[src/rtl/transmissor_jogada_serial_pkg.sv]
// rtl/transmissor_jogada_serial_pkg.sv - shared constants, state codes and ASCII mapping for the move transmitter
package transmissor_jogada_serial_pkg;

  localparam int CLKS_PER_BIT_DEF = 434;

  localparam logic [7:0] ASCII_ZERO  = 8'h30;
  localparam logic [7:0] ASCII_X     = 8'h58;
  localparam logic [7:0] ASCII_O     = 8'h4F;
  localparam logic [7:0] ASCII_DASH  = 8'h2D;
  localparam logic [7:0] ASCII_LF    = 8'h0A;
  localparam logic [7:0] ASCII_X_LOW = 8'h78;
  localparam logic [7:0] ASCII_O_LOW = 8'h6F;
  localparam logic [7:0] ASCII_EQ    = 8'h3D;
  localparam logic [7:0] ASCII_QMARK = 8'h3F;

  typedef enum logic [2:0] {
    INICIAL = 3'b000,
    CARREGA = 3'b001,
    START   = 3'b010,
    DADOS   = 3'b011,
    STOP    = 3'b100,
    PROX    = 3'b101,
    FINAL   = 3'b110
  } estado_t;

  // Cell addresses only go up to 8; anything larger is shown as '?'.
  function automatic logic [7:0] ascii_digito(input logic [3:0] addr);
    if (addr > 4'd8) return ASCII_QMARK;
    return ASCII_ZERO + {4'd0, addr};
  endfunction

  function automatic logic [7:0] ascii_jogador(input logic [1:0] jog);
    case (jog)
      2'b01:   return ASCII_X;
      2'b10:   return ASCII_O;
      default: return ASCII_DASH;
    endcase
  endfunction

  function automatic logic [7:0] ascii_resultado(input logic [1:0] res);
    case (res)
      2'b00:   return ASCII_LF;
      2'b01:   return ASCII_X_LOW;
      2'b10:   return ASCII_O_LOW;
      default: return ASCII_EQ;
    endcase
  endfunction

endpackage

[src/rtl/contador_m.sv]
// rtl/contador_m.sv - modulo-M counter with clear, enable and terminal-count flag
module contador_m #(
  parameter int M = 434,
  parameter int N = 9
) (
  input  logic         clock,
  input  logic         reset,
  input  logic         zera,
  input  logic         conta,
  output logic [N-1:0] q,
  output logic         fim
);

  localparam logic [N-1:0] ULTIMO = N'(M - 1);

  // Count up while enabled, wrapping to zero after M-1.
  always_ff @(posedge clock or posedge reset) begin
    if (reset) begin
      q <= '0;
    end else if (zera) begin
      q <= '0;
    end else if (conta) begin
      if (q == ULTIMO) q <= '0;
      else             q <= q + N'(1);
    end
  end

  assign fim = (q == ULTIMO);

endmodule

[src/rtl/transmissor_jogada_serial.sv]
// rtl/transmissor_jogada_serial.sv - sends the last move as a 4-byte ASCII frame on a UART 8N1 line
module transmissor_jogada_serial
  import transmissor_jogada_serial_pkg::*;
#(
  parameter int CLKS_PER_BIT = CLKS_PER_BIT_DEF,
  parameter int CNT_W        = 9
) (
  input  logic       clock,
  input  logic       reset,
  input  logic       partida,
  input  logic [3:0] addr_macro,
  input  logic [3:0] addr_micro,
  input  logic [1:0] jogador,
  input  logic [1:0] resultado,
  output logic       saida_serial,
  output logic       ocupado,
  output logic       fim_tx,
  output logic [2:0] db_estado
);

  // STOP ends one cycle early; the PROX cycle completes the stop bit so bytes stay back-to-back.
  localparam logic [CNT_W-1:0] STOP_ULTIMO = CNT_W'(CLKS_PER_BIT - 2);

  estado_t          estado, prox_estado;
  logic [3:0]       macro_q, micro_q;
  logic [1:0]       jog_q, res_q;
  logic [2:0]       bit_idx;
  logic [1:0]       byte_idx;
  logic [7:0]       byte_atual;
  logic [CNT_W-1:0] cnt_q;
  logic             bit_fim, zera, conta, linha_d;

  contador_m #(.M(CLKS_PER_BIT), .N(CNT_W)) u_contador (
    .clock (clock),
    .reset (reset),
    .zera  (zera),
    .conta (conta),
    .q     (cnt_q),
    .fim   (bit_fim)
  );

  // State register.
  always_ff @(posedge clock or posedge reset) begin
    if (reset) estado <= INICIAL;
    else       estado <= prox_estado;
  end

  // Next state, timer control and the unregistered line level.
  always_comb begin
    prox_estado = estado;
    zera        = 1'b0;
    conta       = 1'b0;
    linha_d     = 1'b1;
    case (estado)
      INICIAL: begin
        zera = 1'b1;
        if (partida) prox_estado = CARREGA;
      end
      CARREGA: begin
        zera        = 1'b1;
        prox_estado = START;
      end
      START: begin
        conta   = 1'b1;
        linha_d = 1'b0;
        if (bit_fim) prox_estado = DADOS;
      end
      DADOS: begin
        conta   = 1'b1;
        linha_d = byte_atual[bit_idx];
        if (bit_fim && bit_idx == 3'd7) prox_estado = STOP;
      end
      STOP: begin
        conta = 1'b1;
        if (cnt_q == STOP_ULTIMO) prox_estado = PROX;
      end
      PROX: begin
        conta       = 1'b1;
        prox_estado = (byte_idx == 2'd3) ? FINAL : START;
      end
      FINAL:   prox_estado = INICIAL;
      default: prox_estado = INICIAL;
    endcase
  end

  // Latch the move on the accepting edge and step the bit/byte indices.
  always_ff @(posedge clock or posedge reset) begin
    if (reset) begin
      macro_q  <= '0;
      micro_q  <= '0;
      jog_q    <= '0;
      res_q    <= '0;
      bit_idx  <= '0;
      byte_idx <= '0;
    end else begin
      if (estado == INICIAL && partida) begin
        macro_q <= addr_macro;
        micro_q <= addr_micro;
        jog_q   <= jogador;
        res_q   <= resultado;
      end
      if (estado == CARREGA) begin
        bit_idx  <= '0;
        byte_idx <= '0;
      end else begin
        if (estado == DADOS && bit_fim)         bit_idx  <= bit_idx + 3'd1;
        if (estado == PROX && byte_idx != 2'd3) byte_idx <= byte_idx + 2'd1;
      end
    end
  end

  // Select and format the byte currently on the line.
  always_comb begin
    byte_atual = ASCII_QMARK;
    case (byte_idx)
      2'd0:    byte_atual = ascii_digito(macro_q);
      2'd1:    byte_atual = ascii_digito(micro_q);
      2'd2:    byte_atual = ascii_jogador(jog_q);
      default: byte_atual = ascii_resultado(res_q);
    endcase
  end

  // Registered line and done pulse; reset forces the line idle immediately.
  always_ff @(posedge clock or posedge reset) begin
    if (reset) begin
      saida_serial <= 1'b1;
      fim_tx       <= 1'b0;
    end else begin
      saida_serial <= linha_d;
      fim_tx       <= (estado == FINAL);
    end
  end

  assign ocupado   = (estado != INICIAL);
  assign db_estado = estado;

endmodule

[config.mk]
export PLATFORM = sky130hd
export DESIGN_NAME = transmissor_jogada_serial
export DESIGN_NICKNAME = d
export VERILOG_FILES = /design/src/rtl/transmissor_jogada_serial_pkg.sv /design/src/rtl/contador_m.sv /design/src/rtl/transmissor_jogada_serial.sv
export SDC_FILE = /design/constraint.sdc
export NUM_CORES = 1
export LEC_CHECK = 0
export ABC_AREA = 1
export CORE_ASPECT_RATIO = 1.75
export CORE_MARGIN = 2
export CORE_UTILIZATION = 60
export CTS_CLUSTER_SIZE = 8
export DETAILED_ROUTE_END_ITERATION = 12
export MAX_ROUTING_LAYER = met4
export PLACE_DENSITY_LB_ADDON = 0.3
export SYNTH_ARGS = -nofsm -noshare
export SYNTH_HDL_FRONTEND = slang
export SYNTH_SLANG_ARGS = --single-unit
[constraint.sdc]
create_clock -name clock -period 2.6 [get_ports clock]
set_clock_uncertainty 0.15 [all_clocks]
set_input_delay 0.52 -clock clock [delete_from_list [all_inputs] [get_ports clock]]
set_output_delay 0.52 -clock clock [all_outputs]
set_load 0.02 [all_outputs]
# == After elaboration in Yosys (flattened, before gate mapping) ==
# Index checks and enable logic that the tools add are counted.
# word_totals
ff_bits,31
latch_bits,0
ramBits,0
rom_bits,0
elab_cells,82
mem_count,0
# op_classes
addsub,5
multipliers,0
div,0
magnitude_cmp,3
eq_ne,21
shift,0
muxes,29
bitwise,0
n_reduce_logical,14
# ops
op,count
two-way mux 8 bit,4
two-way mux 9 bit,3
case mux 8 bit (3 select lines),1
two-way mux 3 bit,7
case mux 7 bit (3 select lines),1
"equality test 9 bit, second input constant",2
case mux 3 bit (6 select lines),1
"adder 6 x 4 -> 7 bit, first input constant",2
case mux 7 bit (2 select lines),1
"equality test 3 bit, second input constant",4
"inequality test 2 bit, second input constant",5
"adder 9 x 1 -> 9 bit, second input constant",1
"equality test 2 bit, second input constant",4
"greater-than comparator 4 bit, second input constant",2
two-way mux 1 bit,7
"equality test 2 x 1 -> 1 bit, second input constant",3
"equality test 3 x 2 -> 1 bit, second input constant",2
nonzero test 2 bit,3
logical AND 1 bit,4
logical NOT 2 bit,2
"less-than comparator 3 x 4 -> 1 bit, second input constant",1
two-way mux 2 bit,2
AND reduction 4 bit,1
OR reduction 4 bit,1
other kinds (8),8

# == Logic depth before layout (Yosys ltp) ==
# Gate-level depths: netlist of the first run.
# logic_depth
word_depth,8
depth_mapped,11

# == Cells and area by module ==
# From an unflattened synthesis of the first run, not the netlist that was laid out.
# unflattened
hier_cells,271
area_unflattened_um2,2026.9
# modules_own_cells
mod,n_inst,cells_per_inst,area_each_um2
transmissor_jogada_serial,1,187,1427.6
contador_m,1,84,599.3

# == Worst setup path after synthesis of the first run ==
# OpenSTA, ideal clock, no wires.
# synth_path
path_kind,reg-to-reg
from,"reg estado[1], in the netlist db_estado[1]"
to,reg u_contador.q[8]
setup_time_ps,119
arrival_ps,1317
required_time_ps,2331
setup_slack_ps,1014
stages_incl_launch_ff,8
path_buffers,0
path_cell_list,dfrtp_1 > nand2_4 > inv_6 > nor3b_2 > nand2_1 > nor3_2 > a21oi_1 > o21a_1
# synth_between
elab_chain_len,4
# synth_rtl
element,line,source
from (decl),transmissor_jogada_serial.sv:24,"estado_t estado, prox_estado;"
from (signal assigned),transmissor_jogada_serial.sv:45,else estado <= prox_estado;
"equality test 3 x 2 -> 1 bit, or another cell as far along",transmissor_jogada_serial.sv:54,case (estado)
OR reduction 4 bit (no source line) / OR reduction 2 bit (equally long branches),--,
two-way mux 1 bit,transmissor_jogada_serial.sv:54,
nonzero test 2 bit (no source line) / two-way mux 9 bit (equally long branches),--,
to (signal assigned),contador_m.sv:24,else q <= q + N'(1);
to (decl),contador_m.sv:10,"output logic [N-1:0] q,"
# Several ways; a longest one is shown, not always the timed one.
# A chain may end at the register's enable or synchronous reset.

# == Worst setup path after layout of the first run ==
# layout_path
from,"reg estado[1], in the netlist db_estado[1]"
to,out ocupado
# layout_between
elab_chain_len,1
# layout_rtl
element,line,source
nonzero test 3 bit,transmissor_jogada_serial.sv:134,assign ocupado = (estado != INICIAL);
to (decl),transmissor_jogada_serial.sv:16,"output logic ocupado,"
# Every way passes these cells.

==> results.ini, run 1 <==
[pwr]
p_seq_share_pct = 47.7
p_leak_nw = 1.147
p_sw_share_pct = 19.80
p_comb_share_pct = 3.1
internal_power_w = 0.0008115
irDropWorstVdd_v = 0.0004927
p_clk_share_pct = 49.2
cellPowerDensity_nw_per_um2 = 446.5
power.switching_w = 0.0002003
power_w = 0.001012

[logic_synthesis]
synth_edf_count = 0
synth_top_area_cell = dfrtp_1
synth_top_area_share_pct = 39.74
yosysWarnings = 0
synth_area_sq_um = 1889
synth_nets = 271
synth_area_leaders = dfrtp_1, ha_1, nand2_1, nor2_1, inv_1
ys_types = 32
synth_common_cells = nand2_1, nor2_1, inv_1
syn_inst = 239
ys_ff_latch = 31
async_flop_share_pct = 100.0
synth_most_common_cell = nand2_1
yosys_most_used_dff = dfrtp_1
syn_area_per_cell_sq_um = 7.905
synth-seq-area-share_pct = 41.13

[drt]
vias = 1608
wirelength_mm = 4.020
met1Wirelength_mm = 1.423
viasPerCell = 5.187
route.met2.wl_mm = 2.417
final_antenna_net_count = 0
wl_per_cell_um = 12.97
drt-initial-drc-count = 45
drtPass1Iterations = 4
met3_length_um = 95
highest_layer = met4
drc = 0

[die]
initial_core_util_pct = 61.46
core_area_sq_um = 3074
die_x_um = 46.42
fp.dieH_um = 78.23
io-pin-count = 21
die_area_sq_um = 3631
fp-row-count = 27

[worst_setup_path]
cp-end-kind = output port
arrival_ps = 1640
worstSetupPathType = flip-flop to output port
cp-start-kind = flip-flop
crit_required_ps = 1930
cp_max_fo = 7

[grt]
grt_max_degree = 32
globalRouteOverflowTotal = 0
grt_pass1_wl_mm = 6.872
antenna_found_initial = 0
grtUsageTotal_pct = 26.76
grt_pass1_vias = 1652

[clock_tree]
hold_buffers = 0
cts_resized = 0
htree_levels = 2
clk_latency_ps = 280
cts_root_buf = clkbuf_8
cts_setup_buffers = 0
cts_buffers = 5
clk_pin_slew_worst_paths_ps = 70
tritoncts = done
clock_sinks = 31
cts_buffer_depth = 2

[timing]
final.min_clock_period_ps = 2308
hold_viol_final = 0
rsz0062_at_grt = no
slew_viol_final = 0
worst_slew_margin_rel_pct = 73.15
worst_slack_ps = 291.9
setup_tns_ps = 0
tightestPinTransition_ps = 402.7
fmax_ghz = 0.4333
setup_violations = 0
period_share_pct = 88.77

[finish]
final_core_util_pct = 73.71
stdcell_count = 310
nNetsFinal = 298
drive_above_1_share_pct = 8.989
syn2layout_area_growth_pct = 19.93
num_antenna_cells = 0

[placed_design]
dp_hpwl_mm = 2.823
port_buffers = 20
place_inst = 302
pre_cts_ws_ps = 613.5
gp_congestion = 0.9166

[worst_hold_path]
holdCritPathClass = flip-flop to flip-flop

[job]
cap_violations = 0

[status]
status = finished, final reports clean

[power by group through the flow]
stage	Clock, W	Combinational, W	Sequential [W]
after floorplan	0	0.00000722	0.000491
after CTS	0.000508	0.0000324	0.000482
after global routing	0.000532	0.0000357	0.000482
final	0.000498	0.0000316	0.000482
after detailed placement	0	0.0000323	0.000491
after global placement	0	0.0000320	0.000491
[state kept, by name (all words and copies together), names as in the netlist, 2 cells and up]
| register | count |
|---|---|
| jog_q | 2 |
| u_contador.q | 9 |
| db_estado | 3 |
| res_q | 2 |
| micro_q | 4 |
| bit_idx | 3 |
| byte_idx | 2 |
| macro_q | 4 |
[layer usage]
| metal | GRT usage [%] | vias to the layer above |
|---|---|---|
| met5 | - | - |
| met2 | 48.33 | 24 |
| met1 | 25.08 | 752 |
| met3 | 5.517 | 7 |
| li1 | - | 825 |
| met4 | 12.00 | 0 |
[cell families after synthesis]
| group | after synthesis | share of synthesized area [%] |
|---|---|---|
| AO/OA/AOI/OAI | 45 | 12.91 |
| flip-flops | 31 | 41.13 |
| AND/OR/NAND/NOR | 109 | 26.62 |
| buffers and inverters | 36 | 7.616 |
| XOR/XNOR | 1 | 0.4637 |
| adder cells (fa/ha/maj) | 17 | 11.26 |
[final timing paths]
path	to	from	cells after the start	slack, ps
hold / removal	fim_tx	db_estado[0]	1	380
hold reg to reg	fim_tx	db_estado[0]	1	380
setup / recovery	ocupado	db_estado[1]	3	290
min in group asynchronous	macro_q[0]	reset	3	460
max in group asynchronous	saida_serial	reset	3	1510
setup reg to reg	u_contador.q[8]	u_contador.q[1]	10	810
[critical path: stages, from the launching register on]
cell,delay (ps)
dfrtp_1,470
nor2_1,230
nand2_1,110
clkdlybuf4s50_1,550
[cell type report]
cell class | count | area, sq um
Clock buffer | 6 | 82.58
Clock inverter | 2 | 35.03
Fill cell | 239 | 808.3
Inverter | 34 | 133.9
Multi-Input combinational cell | 172 | 968.4
Sequential cell | 31 | 777.0
Tap cell | 43 | 53.80
Timing Repair Buffer | 22 | 215.2
[cells in the final DEF, fill, tap and decap left out, types with 2 or more instances in the layout]
| cell | instances |
|---|---|
| nand2_1 | 40 |
| nor2_1 | 33 |
| inv_1 | 32 |
| dfrtp_1 | 30 |
| a21oi_1 | 23 |
| clkdlybuf4s50_1 | 20 |
| nand3_1 | 19 |
| ha_1 | 17 |
| o21ai_0 | 14 |
| clkbuf_8 | 6 |
| nor3_1 | 3 |
| nor2_2 | 3 |
| nor3_2 | 2 |
| clkinv_2 | 2 |
| o22ai_1 | 2 |
| buf_4 | 2 |
[per-stage QoR]
step                      instance area [sq um]  hold WS, ps
after floorplan                            1889        350.0
after global placement                     2148        364.6
after detailed placement                   2148        370.6
after CTS                                  2266        380.1
after global routing                       2266        405.9
final                                      2266        383.7
(Power assumes the default switching activity.)
==> run 2, diff against run 1 <==
- RECOVER_POWER: not set -> 25
==> run 2 against run 1 <==
Against the previous run:
- non-clock buffer count stayed put
- combinational power is 3% lower
- via count hardly changed
- hold slack better by 4.0 ps
- critical path depth stayed put
- final cell count stayed put
- largest cell class unchanged
- highest routed layer unchanged
- core utilization is 0.33 points lower
- sequential share of layout area is 0.15 points higher
- clock-buffer cell count stayed put
- design area is 0.44% lower
==> results.ini, run 2 (synthesis gave the netlist of run 1 again) <==
[worst_setup_path]
worstSetupPathType = flip-flop to output port  ; unchanged
crit-reg2reg-launch = db_estado[1]  ; was u_contador.q[1]
cp-start-kind = flip-flop  ; unchanged
crit_start = db_estado[2]  ; was db_estado[1]
cp-end-kind = output port  ; unchanged
r2r.worst_path.cells = 7  ; was 10
cp_max_fo = 6  ; was 7
arrival_ps = 1600  ; was 1640 ps
r2r_slack_ps = 780  ; was 810 ps
crit_required_ps = 1930  ; about the same
rr_endpoint = u_contador.q[8]  ; unchanged

[worst_hold_path]
worst_hold_path.endpoint = fim_tx  ; unchanged
worstHoldStart = db_estado[0]  ; unchanged
hold_depth = 1  ; unchanged
holdCritPathClass = flip-flop to flip-flop  ; unchanged

[finish]
multi_input_comb_area_sq_um = 960.9  ; was 968.4 sq um
regMostFlops = u_contador.q  ; unchanged
syn2layout_area_growth_pct = 19.40  ; was 19.93%
largest_reg_flops = 9  ; unchanged
layout_commonest_cell = nand2_1  ; unchanged
reg_top3 = u_contador.q (9), macro_q (4), micro_q (4)  ; unchanged
drive_above_1_share_pct = 8.614  ; was 8.989%
mostFrequentLayoutCells = nand2_1, nor2_1, inv_1, dfrtp_1, a21oi_1  ; unchanged
nNetsFinal = 298  ; unchanged
num_antenna_cells = 0  ; unchanged
regArea_sq_um = 777.0  ; unchanged
fillers = 242  ; was 239

[die]
fp-row-count = 27  ; unchanged
core_area_sq_um = 3074  ; unchanged
fp.dieH_um = 78.23  ; unchanged
die_area_sq_um = 3631  ; unchanged
io-pin-count = 21  ; unchanged
die_x_um = 46.42  ; unchanged
initial_core_util_pct = 61.46  ; unchanged

[timing]
worst_slew_margin_rel_pct = 47.37  ; was 73.15%
final.min_clock_period_ps = 2274  ; was 2308 ps
worst_slack_ps = 326.5  ; was 291.9 ps
hold_viol_final = 0  ; unchanged
tightestPinTransition_ps = 789.5  ; was 402.7 ps
slew_viol_final = 0  ; unchanged
rsz0062_at_grt = no  ; unchanged
fmax_ghz = 0.4398  ; was 0.4333 GHz
period_share_pct = 87.44  ; was 88.77%
setup_violations = 0  ; unchanged
setup_tns_ps = 0  ; unchanged

[clock_tree]
htree_levels = 2  ; unchanged
clk_latency_ps = 280  ; about the same
hold_buffers = 0  ; unchanged
cts_buffer_depth = 2  ; unchanged
cts_root_buf = clkbuf_8  ; unchanged
clk_pin_slew_worst_paths_ps = 70  ; about the same
cts_setup_buffers = 0  ; unchanged
clock_sinks = 31  ; unchanged
cts_resized = 0  ; unchanged
cts_buffers = 5  ; unchanged
tritoncts = done  ; unchanged

[drt]
drt-initial-drc-count = 43  ; was 45
final_antenna_net_count = 0  ; unchanged
drc = 0  ; unchanged
vias = 1607  ; was 1,608
wirelength_mm = 4.020  ; unchanged
wl_per_cell_um = 12.97  ; unchanged
drtPass1Iterations = 4  ; unchanged
viasPerCell = 5.184  ; was 5.187

[job]
cap_violations = 0  ; unchanged

[placed_design]
dp_hpwl_mm = 2.823  ; unchanged
gp_congestion = 0.9166  ; unchanged
port_buffers = 20  ; unchanged
pre_cts_ws_ps = 613.5  ; unchanged

[pwr]
irDropWorstVdd_v = 0.0004932  ; was 0.0004927 V
p_sw_share_pct = 19.90  ; was 19.80%
p_comb_share_pct = 3.0  ; was 3.1%
p_leak_nw = 1.145  ; was 1.147 nW
power.switching_w = 0.0002014  ; was 0.0002003 W
cellPowerDensity_nw_per_um2 = 448.7  ; was 446.5 nW/um^2
p_clk_share_pct = 49.3  ; was 49.2%
p_seq_share_pct = 47.6  ; was 47.7%
internal_power_w = 0.0008107  ; was 0.0008115 W

[status]
status = finished, final reports clean  ; unchanged

[grt]
grt_pass1_wl_mm = 6.872  ; unchanged
antenna_found_initial = 0  ; unchanged
grt_max_degree = 32  ; unchanged
globalRouteOverflowTotal = 0  ; unchanged
grt_pass1_vias = 1652  ; unchanged
grtUsageTotal_pct = 26.76  ; unchanged

run 2: cell types whose count changed in the layout (fill, tap and decap cells not counted), sizes merged:
cell / before / now
buf: 2 / 1
clkbuf: 6 / 7
clkdlybuf4s50: 20 / 19
dlygate4sd3: 0 / 1
run 2: layout make-up:
| type | count | share of cell area [%] |
|---|---|---|
| Clock buffer | 6 | 3.661 |
| Clock inverter | 2 | 1.553 |
| Inverter | 34 | 5.935 |
| Multi-Input combinational cell | 172 | 42.60 |
| Sequential cell | 31 | 34.44 |
| Tap cell | 43 | 2.385 |
| Timing Repair Buffer | 22 | 9.429 |
run 2: metal layers:
metal / wire length (um) / global-route usage (%) / up-vias
met2: 2422 / 48.33 / 29
li1: - / - / 827
met3: 112 / 5.517 / 7
met4: 86 / 12.00 / 0
met5: 0 / - / -
met1: 1399 / 25.08 / 744
run 2: worst max-delay path by stage:
stage | endpoint | slack [ps]
after global placement | ocupado | 630
final | ocupado | 330
after detailed placement | ocupado | 610
after global routing | ocupado | 210
after CTS | ocupado | 290
after floorplan | u_contador.q[8] | 1010
run 2: power groups by stage:
stage	registers (W)	logic (W)	clock network, W
after global placement	0.000491	0.0000320	0
after detailed placement	0.000491	0.0000323	0
after floorplan	0.000491	0.00000722	0
after CTS	0.000482	0.0000324	0.000508
final	0.000482	0.0000308	0.000499
after global routing	0.000482	0.0000349	0.000532
run 2: stage by stage:
| stage | cells | utilization [%] | cell area [sq um] | hold slack (ps) | power (W) |
|---|---|---|---|---|---|
| floorplan | 239 | - | 1889 | 350.0 | 0.0004985 |
| global placement | 302 | 69.88 | 2148 | 364.6 | 0.0005233 |
| detailed placement | 302 | 69.88 | 2148 | 370.6 | 0.0005235 |
| CTS | 310 | 73.71 | 2266 | 380.1 | 0.001022 |
| global route | 310 | 73.38 | 2256 | 410.0 | 0.001049 |
| finish | 310 | 73.38 | 2256 | 387.6 | 0.001012 |
run 2: worst max-delay path, cell delays in order, from the launching register on:
cell and delay, ps:
dfrtp_1 430, nor2_1 230, nand2_1 110, clkdlybuf4s50_1 550
==> run 3, diff against run 2 <==
- clock period: 2.6 -> 2.7 ns (I/O delays scaled with it)
==> run 3 against run 2 <==
Against the previous run:
- design area fell by 0.67%
- via count is 2.9% higher
- global-route usage is 1.3 points lower
- setup slack better by 72 ps
- hold slack worse by 1.5 ps
- first-iteration DRC count grew 16%
- routed wire length shrank 4.3%
- clock power shrank 20%
- non-clock buffer count unchanged
- final cell count is the same
- sequential share of layout area increased by 0.23 points
- core utilization shrank 0.49 points
==> results.ini, run 3 (synthesis gave the netlist of run 1 again) <==
[clock_tree]
htree_levels = 2  ; unchanged
cts_buffer_depth = 2  ; unchanged
clock_sinks = 31  ; unchanged
clk_pin_slew_worst_paths_ps = 60  ; was 70 ps
clk_latency_ps = 280  ; about the same
cts_resized = 0  ; unchanged
cts_buffers = 5  ; unchanged
cts_root_buf = clkbuf_8  ; unchanged
hold_buffers = 0  ; unchanged
tritoncts = done  ; unchanged
cts_setup_buffers = 0  ; unchanged

[pwr]
p_leak_nw = 1.136  ; was 1.145 nW
cellPowerDensity_nw_per_um2 = 399.5  ; was 448.7 nW/um^2
irDropWorstVdd_v = 0.0004781  ; was 0.0004932 V

[die]
fp-row-count = 27  ; unchanged
io-pin-count = 21  ; unchanged
initial_core_util_pct = 61.46  ; unchanged
die_x_um = 46.42  ; unchanged
die_area_sq_um = 3631  ; unchanged
core_area_sq_um = 3074  ; unchanged
fp.dieH_um = 78.23  ; unchanged

[worst_setup_path]
r2r.worst_path.cells = 7  ; unchanged
crit_required_ps = 2010  ; was 1930 ps
cp-start-kind = flip-flop  ; unchanged
crit_start = db_estado[0]  ; was db_estado[2]
worstSetupPathType = flip-flop to output port  ; unchanged
arrival_ps = 1610  ; was 1600 ps
r2r_slack_ps = 890  ; was 780 ps
rr_endpoint = u_contador.q[8]  ; unchanged
cp_max_fo = 7  ; was 6
cp-end-kind = output port  ; unchanged
crit-reg2reg-launch = db_estado[1]  ; unchanged

[finish]
drive_above_1_share_pct = 8.240  ; was 8.614%
nNetsFinal = 298  ; unchanged
layout_commonest_cell = nand2_1  ; unchanged
num_antenna_cells = 0  ; unchanged
stdcell_count = 310  ; unchanged
mostFrequentLayoutCells = nand2_1, nor2_1, inv_1, dfrtp_1, a21oi_1  ; unchanged
syn2layout_area_growth_pct = 18.61  ; was 19.40%
reg_top3 = u_contador.q (9), macro_q (4), micro_q (4)  ; unchanged
largest_reg_flops = 9  ; unchanged
regMostFlops = u_contador.q  ; unchanged
fillers = 260  ; was 242

[worst_hold_path]
hold_depth = 2  ; was 1
worst_hold_path.endpoint = macro_q[2]  ; was fim_tx
worstHoldStart = macro_q[2]  ; was db_estado[0]
holdCritPathClass = flip-flop to flip-flop  ; unchanged

[grt]
grt_pass1_wl_mm = 6.541  ; was 6.872 mm
met1_usage_pct = 24.25  ; was 25.08%
grtUsageTotal_pct = 25.49  ; was 26.76%
grt-busiest-layer = met2  ; unchanged
grt_pass1_vias = 1625  ; was 1,652
grt_max_degree = 32  ; unchanged
use_met3_pct = 5.517  ; unchanged
antenna_found_initial = 0  ; unchanged
met2_usage_pct = 44.03  ; was 48.33%
globalRouteOverflowTotal = 0  ; unchanged

[timing]
tightestPinTransition_ps = 404.1  ; was 789.5 ps
worst_slew_margin_rel_pct = 73.06  ; was 47.37%
setup_tns_ps = 0  ; unchanged
fmax_ghz = 0.4345
hold_viol_final = 0  ; unchanged
rsz0062_at_grt = no  ; unchanged
period_share_pct = 85.24
setup_violations = 0  ; unchanged
slew_viol_final = 0  ; unchanged
final.min_clock_period_ps = 2302

[drt]
vias = 1653  ; was 1,607
drt-initial-drc-count = 50  ; was 43
wirelength_mm = 3.846  ; was 4.020 mm
final_antenna_net_count = 0  ; unchanged
drtPass1Iterations = 4  ; unchanged
wl_per_cell_um = 12.41  ; was 12.97 um
viasPerCell = 5.332  ; was 5.184
drc = 0  ; unchanged

[placed_design]
dp_hpwl_mm = 2.956  ; was 2.823 mm
gp_congestion = 0.9172  ; was 0.9166
place_inst = 302  ; unchanged
port_buffers = 20  ; unchanged

[status]
status = finished, final reports clean  ; unchanged

[job]
cap_violations = 0  ; unchanged

## run 3: worst max-delay path by stage
stage                     endpoint  slack (ps)  cells after the start
after floorplan            ocupado        1100                      2
after global placement     ocupado         710                      3
after detailed placement   ocupado         700                      3
after CTS                  ocupado         380                      3
after global routing       ocupado         320                      3
final                      ocupado         400                      3
## run 3: power breakdown
part / leakage (nW) / internal (W) / total, W / switching, W
Sequential: 0.342 / 0.000465 / 0.000465 / 0
Combinational: 0.743 / 0.0000183 / 0.0000304 / 0.0000121
Clock: 0.0515 / 0.000232 / 0.000400 / 0.000168
Total: 1.14 / 0.000715 / 0.000895 / 0.000180
## run 3: layer usage
layer	part of all wire [%]	up-vias
met3	3.1	12
met5	0	-
met1	37	778
met4	3.0	0
met2	57	31
li1	-	832
## run 3: worst max-delay path, stage by stage, from the launching register on
cell and delay, ps:
dfrtp_1 430, inv_1 170, nand2_1 130, clkdlybuf4s50_1 610
## run 3: area by class of cell
cell class | count | area (sq um) | share of cell area, %
Timing Repair Buffer | 22 | 215.2 | 9.604
Sequential cell | 31 | 777.0 | 34.67
Clock buffer | 8 | 100.1 | 4.467
Multi-Input combinational cell | 172 | 960.9 | 42.88
Tap cell | 43 | 53.80 | 2.401
Inverter | 34 | 133.9 | 5.974
## run 3: metrics by stage
stage	util, %	hold WS, ps	power [W]	worst slack (ps)	area [sq um]
CTS	73.14	390.2	0.0009049	379.8	2248
global placement	69.88	365.1	0.0005040	707.2	2148
global route	72.89	421.3	0.0009342	318.3	2241
floorplan	-	350.0	0.0004800	1104	1889
detailed placement	69.88	380.9	0.0005042	700.5	2148
finish	72.89	386.1	0.0008952	398.4	2241
